### config.mk
export PLATFORM = sky130hd
export DESIGN_NAME = wa_sink_buffer_flat
export DESIGN_NICKNAME = d
export VERILOG_FILES = /design/src/rtl/wa_sink_buffer_pkg.sv /design/src/rtl/wa_sink_buffer_if.sv /design/src/rtl/wa_sink_buffer_fifo_mem.sv /design/src/rtl/wa_sink_buffer.sv /design/src/flat_wrapper.sv
export SDC_FILE = /design/constraint.sdc
export NUM_CORES = 1
export LEC_CHECK = 0
export CAP_MARGIN = 25
export CORE_AREA = 2 2 194 196
export CTS_CLUSTER_DIAMETER = 150
export DETAILED_ROUTE_END_ITERATION = 12
export DIE_AREA = 0 0 196 198
export HOLD_SLACK_MARGIN = 0.08
export PLACE_DENSITY = 0.49
export SLEW_MARGIN = 20
export SYNTH_ARGS = -nofsm -noshare
export SYNTH_HDL_FRONTEND = slang
export SYNTH_SLANG_ARGS = --single-unit
export TNS_END_PERCENT = 5
### constraint.sdc
create_clock -name clk -period 5.3 [get_ports clk]
set_input_delay 1.59 -clock clk [delete_from_list [all_inputs] [get_ports clk]]
set_output_delay 1.59 -clock clk [all_outputs]
set_load 0.01 [all_outputs]
### src/rtl/wa_sink_buffer_pkg.sv
// Shared types for the wa sink buffer: write-out entry layout and bus widths.
package lib;
  localparam int WA_ADDR_W = 16;
  localparam int WA_DATA_W = 16;

  typedef struct packed {
    logic [15:0] addr;
    logic [15:0] data;
  } wa_entry_t;
endpackage

### src/rtl/wa_sink_buffer_if.sv
// wa write-out strobe and backend valid/ready bundle.
interface wa_sink_buffer_if;
  import lib::*;

  logic                 wa_wr_s;
  logic [WA_ADDR_W-1:0] wa_addr;
  logic [WA_DATA_W-1:0] wa_data_wr;
  logic                 bk_valid;
  logic [WA_ADDR_W-1:0] bk_addr;
  logic [WA_DATA_W-1:0] bk_data;
  logic                 bk_ready;

  modport slave (
    input  wa_wr_s, wa_addr, wa_data_wr, bk_ready,
    output bk_valid, bk_addr, bk_data
  );

  modport master (
    output wa_wr_s, wa_addr, wa_data_wr, bk_ready,
    input  bk_valid, bk_addr, bk_data
  );
endinterface

### src/rtl/wa_sink_buffer_fifo_mem.sv
// Entry storage: one sync write port (push or in-place overwrite), one comb read.
module wa_fifo_mem
  import lib::*;
#(
  parameter  int DEPTH = 8,
  localparam int AW    = $clog2(DEPTH)
) (
  input  logic          clk,
  input  logic          wr_en,
  input  logic [AW-1:0] wr_idx,
  input  wa_entry_t     wr_entry,
  input  logic [AW-1:0] rd_idx,
  output wa_entry_t     rd_entry
);

  wa_entry_t mem_q [DEPTH];

  always_ff @(posedge clk) begin
    if (wr_en) mem_q[wr_idx] <= wr_entry;
  end

  assign rd_entry = mem_q[rd_idx];

endmodule

### src/rtl/wa_sink_buffer.sv
// FIFO between non-stallable SIF wa writes and a backpressuring backend.
// Define WA_COALESCE_EN to merge same-address writes into the tail entry.
module wa_sink_buffer
  import lib::*;
#(
  parameter  int DEPTH = 8,
  parameter  int CNT_W = 8,
  localparam int AW    = $clog2(DEPTH),
  localparam int LW    = AW + 1
) (
  input  logic             clk,
  input  logic             rst,
  wa_sink_buffer_if.slave  bus,
  output logic [LW-1:0]    level,
  output logic             full,
  output logic             ovf,
  input  logic             ovf_clr,
  output logic [CNT_W-1:0] drop_cnt
);

  localparam logic [LW-1:0]    FULL_LVL = LW'(DEPTH);
  localparam logic [CNT_W-1:0] CNT_MAX  = {CNT_W{1'b1}};

  logic [AW-1:0]    wr_ptr_q, wr_ptr_d;
  logic [AW-1:0]    rd_ptr_q, rd_ptr_d;
  logic [LW-1:0]    level_q, level_d;
  logic             ovf_q, ovf_d;
  logic [CNT_W-1:0] drop_cnt_q, drop_cnt_d;

  logic          pop, push, drop, coal;
  logic          mem_wr_en;
  logic [AW-1:0] mem_wr_idx;
  logic [AW-1:0] tail_idx;
  wa_entry_t     head;

  assign tail_idx = wr_ptr_q - AW'(1);
  assign pop      = (level_q != '0) && bus.bk_ready;

`ifdef WA_COALESCE_EN
  logic [WA_ADDR_W-1:0] tail_addr_q, tail_addr_d;

  // A lone entry leaving this cycle cannot absorb the write.
  assign coal = bus.wa_wr_s && (level_q != '0)
             && (bus.wa_addr == tail_addr_q)
             && !(pop && level_q == LW'(1));

  always_comb begin
    tail_addr_d = tail_addr_q;
    if (push) tail_addr_d = bus.wa_addr;
  end

  always_ff @(posedge clk) begin
    if (rst) tail_addr_q <= '0;
    else     tail_addr_q <= tail_addr_d;
  end
`else
  assign coal = 1'b0;
`endif

  assign push = bus.wa_wr_s && !coal
             && ((level_q != FULL_LVL) || pop);
  assign drop = bus.wa_wr_s && !coal
             && (level_q == FULL_LVL) && !pop;

  assign mem_wr_en  = push || coal;
  assign mem_wr_idx = coal ? tail_idx : wr_ptr_q;

  always_comb begin
    wr_ptr_d   = wr_ptr_q;
    rd_ptr_d   = rd_ptr_q;
    level_d    = level_q + LW'(push) - LW'(pop);
    ovf_d      = ovf_q;
    drop_cnt_d = drop_cnt_q;
    if (push) wr_ptr_d = wr_ptr_q + AW'(1);
    if (pop)  rd_ptr_d = rd_ptr_q + AW'(1);
    // A drop in the clearing cycle restarts the count at one.
    if (drop) begin
      ovf_d = 1'b1;
      if (ovf_clr)                 drop_cnt_d = CNT_W'(1);
      else if (drop_cnt_q != CNT_MAX) drop_cnt_d = drop_cnt_q + CNT_W'(1);
    end else if (ovf_clr) begin
      ovf_d      = 1'b0;
      drop_cnt_d = '0;
    end
  end

  always_ff @(posedge clk) begin
    if (rst) begin
      wr_ptr_q   <= '0;
      rd_ptr_q   <= '0;
      level_q    <= '0;
      ovf_q      <= 1'b0;
      drop_cnt_q <= '0;
    end else begin
      wr_ptr_q   <= wr_ptr_d;
      rd_ptr_q   <= rd_ptr_d;
      level_q    <= level_d;
      ovf_q      <= ovf_d;
      drop_cnt_q <= drop_cnt_d;
    end
  end

  wa_fifo_mem #(.DEPTH(DEPTH)) u_mem (
    .clk      (clk),
    .wr_en    (mem_wr_en),
    .wr_idx   (mem_wr_idx),
    .wr_entry ('{addr: bus.wa_addr, data: bus.wa_data_wr}),
    .rd_idx   (rd_ptr_q),
    .rd_entry (head)
  );

  assign bus.bk_valid = (level_q != '0);
  assign bus.bk_addr  = bus.bk_valid ? head.addr : '0;
  assign bus.bk_data  = bus.bk_valid ? head.data : '0;
  assign level        = level_q;
  assign full         = (level_q == FULL_LVL);
  assign ovf          = ovf_q;
  assign drop_cnt     = drop_cnt_q;

endmodule

### src/flat_wrapper.sv
// flat-port wrapper written by rule: the top's interface ports become plain ports
module wa_sink_buffer_flat import lib::*;
#(
  parameter  int DEPTH = 8,
  parameter  int CNT_W = 8,
  localparam int AW    = $clog2(DEPTH),
  localparam int LW    = AW + 1
)
  (clk, rst, level, full, ovf, ovf_clr, drop_cnt, bus_wa_wr_s, bus_wa_addr, bus_wa_data_wr, bus_bk_ready, bus_bk_valid, bus_bk_addr, bus_bk_data);
  wa_sink_buffer_if bus_i ();
  input  logic clk;
  input  logic rst;
  output logic [LW-1:0] level;
  output logic full;
  output logic ovf;
  input  logic ovf_clr;
  output logic [CNT_W-1:0] drop_cnt;
  input wire logic [$bits(bus_i.wa_wr_s)-1:0] bus_wa_wr_s;
  input wire logic [$bits(bus_i.wa_addr)-1:0] bus_wa_addr;
  input wire logic [$bits(bus_i.wa_data_wr)-1:0] bus_wa_data_wr;
  input wire logic [$bits(bus_i.bk_ready)-1:0] bus_bk_ready;
  output wire logic [$bits(bus_i.bk_valid)-1:0] bus_bk_valid;
  output wire logic [$bits(bus_i.bk_addr)-1:0] bus_bk_addr;
  output wire logic [$bits(bus_i.bk_data)-1:0] bus_bk_data;
  assign bus_i.wa_wr_s = bus_wa_wr_s;
  assign bus_i.wa_addr = bus_wa_addr;
  assign bus_i.wa_data_wr = bus_wa_data_wr;
  assign bus_i.bk_ready = bus_bk_ready;
  assign bus_bk_valid = bus_i.bk_valid;
  assign bus_bk_addr = bus_i.bk_addr;
  assign bus_bk_data = bus_i.bk_data;
  wa_sink_buffer #(.DEPTH(DEPTH), .CNT_W(CNT_W)) u_core (.clk(clk), .rst(rst), .bus(bus_i), .level(level), .full(full), .ovf(ovf), .ovf_clr(ovf_clr), .drop_cnt(drop_cnt));
endmodule
== Yosys cells after proc, flatten, opt, wreduce, memory -nomap -nowiden ==
Memory sizes are Yosys's and may differ from the RTL's. A register that Yosys moved wholly into a read port is not among the register bits.
Index checks and enable logic that the tools add are counted.
Cells by class
  muxes and demuxes: 12
  add/subtract/negate cells: 5
  shifts and indexed selects: 0
  bitwise operators: 0
  eq/ne operators: 3
  div/mod/pow operators: 0
  $mul: 0
  reduce and logical (&&, ||, !) cells: 10
  order comparisons: 0
Operator list (number)
  $mux 16: 2
  $mux 8: 4
  $add 8x1->8 const B: 1
  $ne 8x8->1 const B: 1
  $add 3x1->3 const B: 2
  $mux 3: 2
  $add 4x1->4: 1
  $eq 4x4->1 const B: 1
  $logic_and 1x1->1: 4
  $mux 1: 4
  $ne 4x4->1 const B: 1
  $reduce_bool 2->1: 2
  $reduce_bool 4->1: 1
  $sub 4x1->4: 1
  $reduce_and 2->1: 1
  $logic_not 1->1: 1
  $logic_or 1x1->1: 1
Storage, ports and cells
  input bits: 37
  latch bits: 0
  memories: 1
  output and inout bits: 47
  ROM bits: 0
  logic and storage cells: 36
  register bits: 19
  bits in writable memories: 256
Memories
  u_core.u_mem.mem_q: depth 8, width 32, rd ports 1, clocked after Yosys merged registers in 1, wr ports 1, RTL line wa_sink_buffer_fifo_mem.sv:16  | wa_entry_t mem_q [DEPTH];

== Depth between registers and ports, before layout ==
  depth in word-level cells: 6
  depth in mapped cells: 14

== By module ==
A second synthesis with hierarchy kept.
Second synthesis, totals
  cell total of the unflattened synthesis: 529
  area total of the unflattened synthesis: 11051.8 um^2
Modules (own cells, without submodules)
  wa_fifo_mem: times used 1, cells each 383, area each 9825.7 um^2
  wa_sink_buffer: times used 1, cells each 146, area each 1226.2 um^2

== Worst setup path after synthesis ==
Ideal clock, no wire load.
  path kind: input to register
  from: in bus_bk_ready
  to: mem u_core.u_mem.mem_q[0][0] in the netlist's numbering (enable)
  cell stages on the path: 3
  arrival: 5025 ps
  library setup time: 502 ps
  data required time: 4798 ps
  slack: -227 ps
  buffers on the path: 0
  cell sequence: nor2b_1 > o21ai_0 > nor4_1
On the way
  longest elaborated chain between the ends: 5
Ends and longest elaborated chain
  start, declared: RTL line flat_wrapper.sv:21  | input wire logic [$bits(bus_i.bk_ready)-1:0] bus_bk_ready;
  $logic_and 1x1->1: RTL line wa_sink_buffer.sv:37  | assign pop = (level_q != '0) && bus.bk_ready;
  $logic_or 1x1->1: RTL line wa_sink_buffer.sv:61  | && ((level_q != FULL_LVL) || pop);
  $logic_and 1x1->1: RTL line wa_sink_buffer.sv:61
  $mux 1: RTL line wa_sink_buffer_fifo_mem.sv:19  | if (wr_en) mem_q[wr_idx] <= wr_entry;
  $mux 1 (implied by the code): RTL line wa_sink_buffer_fifo_mem.sv:19
  end, declared: RTL line wa_sink_buffer_fifo_mem.sv:16
Every way passes these cells.

==> metrics.txt <==
Die Span Y=198 µm; # hold bufs at CTS=0; CP Cell Sequence=buf_4 > mux4_2 > mux2i_1 > nor2_1 > clkdlybuf4s50_1; cell taking the most area after synthesis=edfxtp_1; vias in the first global route=5,924; Final Slew Violations=0; Site Rows=71; routability cong.=0.763; top cells by area, synth=edfxtp_1, mux4_2, dfxtp_1, mux2i_1, nor2_1; first-pass GRT wire length=34.6 mm; Seq cells post-synth=278; number of iterations in the first detailed-routing pass=7; CP Class=reg -> out; num ports=84; area grow syn2layout=22.6%; # nets final=694; critical path peak fanout=24; Max Freq=222 MHz; antenna viol nets, final=0; initial core utilization=29.3%; Leak=4.09 nW; drt wl/cell=19.5 µm; Tmin final=4.51 ns; Avg Inst Size Synth=19.9 µm²; drt initial violations=241; residual DRC count=0; largest net degree at the start of global routing=41; Die W=196 µm; top cell type's share of synthesized area=71.0%; Post-Route Setup TNS=0 ns; synth unique cells=41; Fin. Hold Viols=0; Worst Hold Launch=u_core.ovf; worst skew pair latency=0.53 ns; CP Launch Type=flop; Final Skew=0.0152 ns; total CTS buffers=29; slowest stage delay, CP=0.66 ns; final hold slack=0.475 ns; clk slew on worst S/H paths=0.06 ns; floorplan core area=37,000 µm²; CTS resizes=0; clk sinks=278; Max VDD drop=297 µV; vias per cell=4.60; maximum capacitance violations=0; Cell Area, Synth=10,800 µm²; Worst path slowest cell=dfxtp_4; post-synthesis sequential area ratio=75.0%; Final setup viols=0; Mapped Cells=544; layout cells sized above 1=20.7%; Worst Path Arrival=2.92 ns; worst slew pin tran=1.01 ns; commonest non-fill, non-tap cells in the layout=edfxtp_1, clkdlybuf4s50_1, mux4_2; outcome=complete, no violations; fin crit share=85.2%; reg2reg start=u_core.level[2]; Pwr Density=467 nW/µm²; CP top delay family=buffers and inverters; post-CTS setup buffers=0; commonest non-fill, non-tap cell in the layout=edfxtp_1; RSZ-0062 raised after global routing=false; Congestion Overflow GR=0; via count=5,242; Worst Path Buf+Inv=2; CP required=3.71 ns; CTS max path bufs=3; worst hold path type=reg -> reg; Worst setup EP type=primary output; HPWL after detailed placement=13.7 mm; IO buf count=83; Post-Route WL=22.3 mm; Yosys Warn Count=0; CTS tree=yes; Syn Nets=591; CTS H-tree depth=1; total global-route track usage=11.7%; CTS root buf=clkbuf_16; n_diodes=0; initial antenna violation count=2; Die Area=38,800 µm²; Slew HR=32.3%
worst min-delay path, stage by stage, from the launching register on:
cell,delay [ns]
dfxtp_1,0.31
nand2b_1,0.06
a21oi_1,0.05
cells in the mapped netlist:
cell,count
a41oi_1,1
and3_1,1
edfxtp_1,256
a31oi_1,1
dfxtp_1,22
nand3_4,1
nor3_1,7
a2111o_1,1
buf_2,7
or4_1,3
o31ai_1,4
nand4_1,2
o211ai_1,1
and2_1,1
xor2_1,3
clkinv_2,1
o311ai_0,1
or3b_4,1
nor2b_1,2
clkbuf_1,14
nand2_1,10
fa_1,1
a21o_1,1
or2b_2,1
a21oi_1,7
o21ai_0,2
or2_2,2
nand3_1,5
and3_2,1
inv_1,13
buf_1,5
nand2b_1,3
buf_6,1
o211a_1,1
nor2_1,48
ha_1,9
mux2i_1,33
nor4_1,3
and4_1,1
mux4_2,64
xnor2_1,3
path summary, 6_finish.rpt:
path	end	slack, ns	cells past startpoint
setup reg to reg	u_core.u_mem.mem_q[7][17]	2.21	8
hold / removal	u_core.ovf	0.47	2
setup / recovery	bus_bk_data[4]	0.79	5
hold reg to reg	u_core.ovf	0.47	2
state kept, by name, indices dropped and copies added (netlist names), named ones only:
name,count
u_core.level,4
u_core.drop_cnt,8
u_core.mem_wr_idx,3
u_core.rd_ptr_q,3
u_core.u_mem.mem_q,256
u_core.ovf,1
routing by layer:
| layer | up-vias | track usage, % | wire (µm) |
|---|---|---|---|
| met5 | - | 0 | 14 |
| met1 | 2722 | 14.5 | 9730 |
| li1 | 2385 | - | - |
| met3 | 34 | 2.11 | 849 |
| met2 | 99 | 21.3 | 11400 |
| met4 | 2 | 2.72 | 306 |
power breakdown:
part | internal (W) | total [W] | leakage, nW | switching (W)
Sequential | 0.00255 | 0.00267 | 2.50 | 0.000123
Clock | 0.00119 | 0.00197 | 0.442 | 0.000785
Combinational | 0.000833 | 0.00155 | 1.14 | 0.000720
kinds of logic after synthesis:
kind of cell	count (synthesis)	synth area share [%]
flops	278	75.0
mux	97	16.4
simple gates	92	4.08
buf+inv	41	1.58
compound gates	20	1.25
fa+ha+maj	10	1.22
xor+xnor	6	0.485
stage by stage:
stage / instances / util [%] / area [µm²] / setup slack, ns / power [W]
2_1_floorplan: 544 / - / 10800 / 0.415 / 0.00361
3_3_place_gp: 1089 / 33.4 / 12300 / 1.12 / 0.00430
3_5_place_dp: 1089 / 33.4 / 12300 / 0.939 / 0.00433
4_1_cts: 1139 / 35.9 / 13300 / 0.624 / 0.00632
5_1_grt: 1140 / 35.9 / 13300 / 0.527 / 0.00651
6_report: 1140 / 35.9 / 13300 / 0.785 / 0.00620
final cells by class:
| class | count | area, µm² |
|---|---|---|
| clock buffers | 34 | 744 |
| clock inverters | 16 | 184 |
| fillers | 3431 | 23700 |
| inverters | 14 | 53.8 |
| multi-input cells | 225 | 2590 |
| flip-flops and latches | 278 | 8140 |
| well taps | 474 | 593 |
| repair buffers | 99 | 976 |
Power figures use the tool's default switching activity.
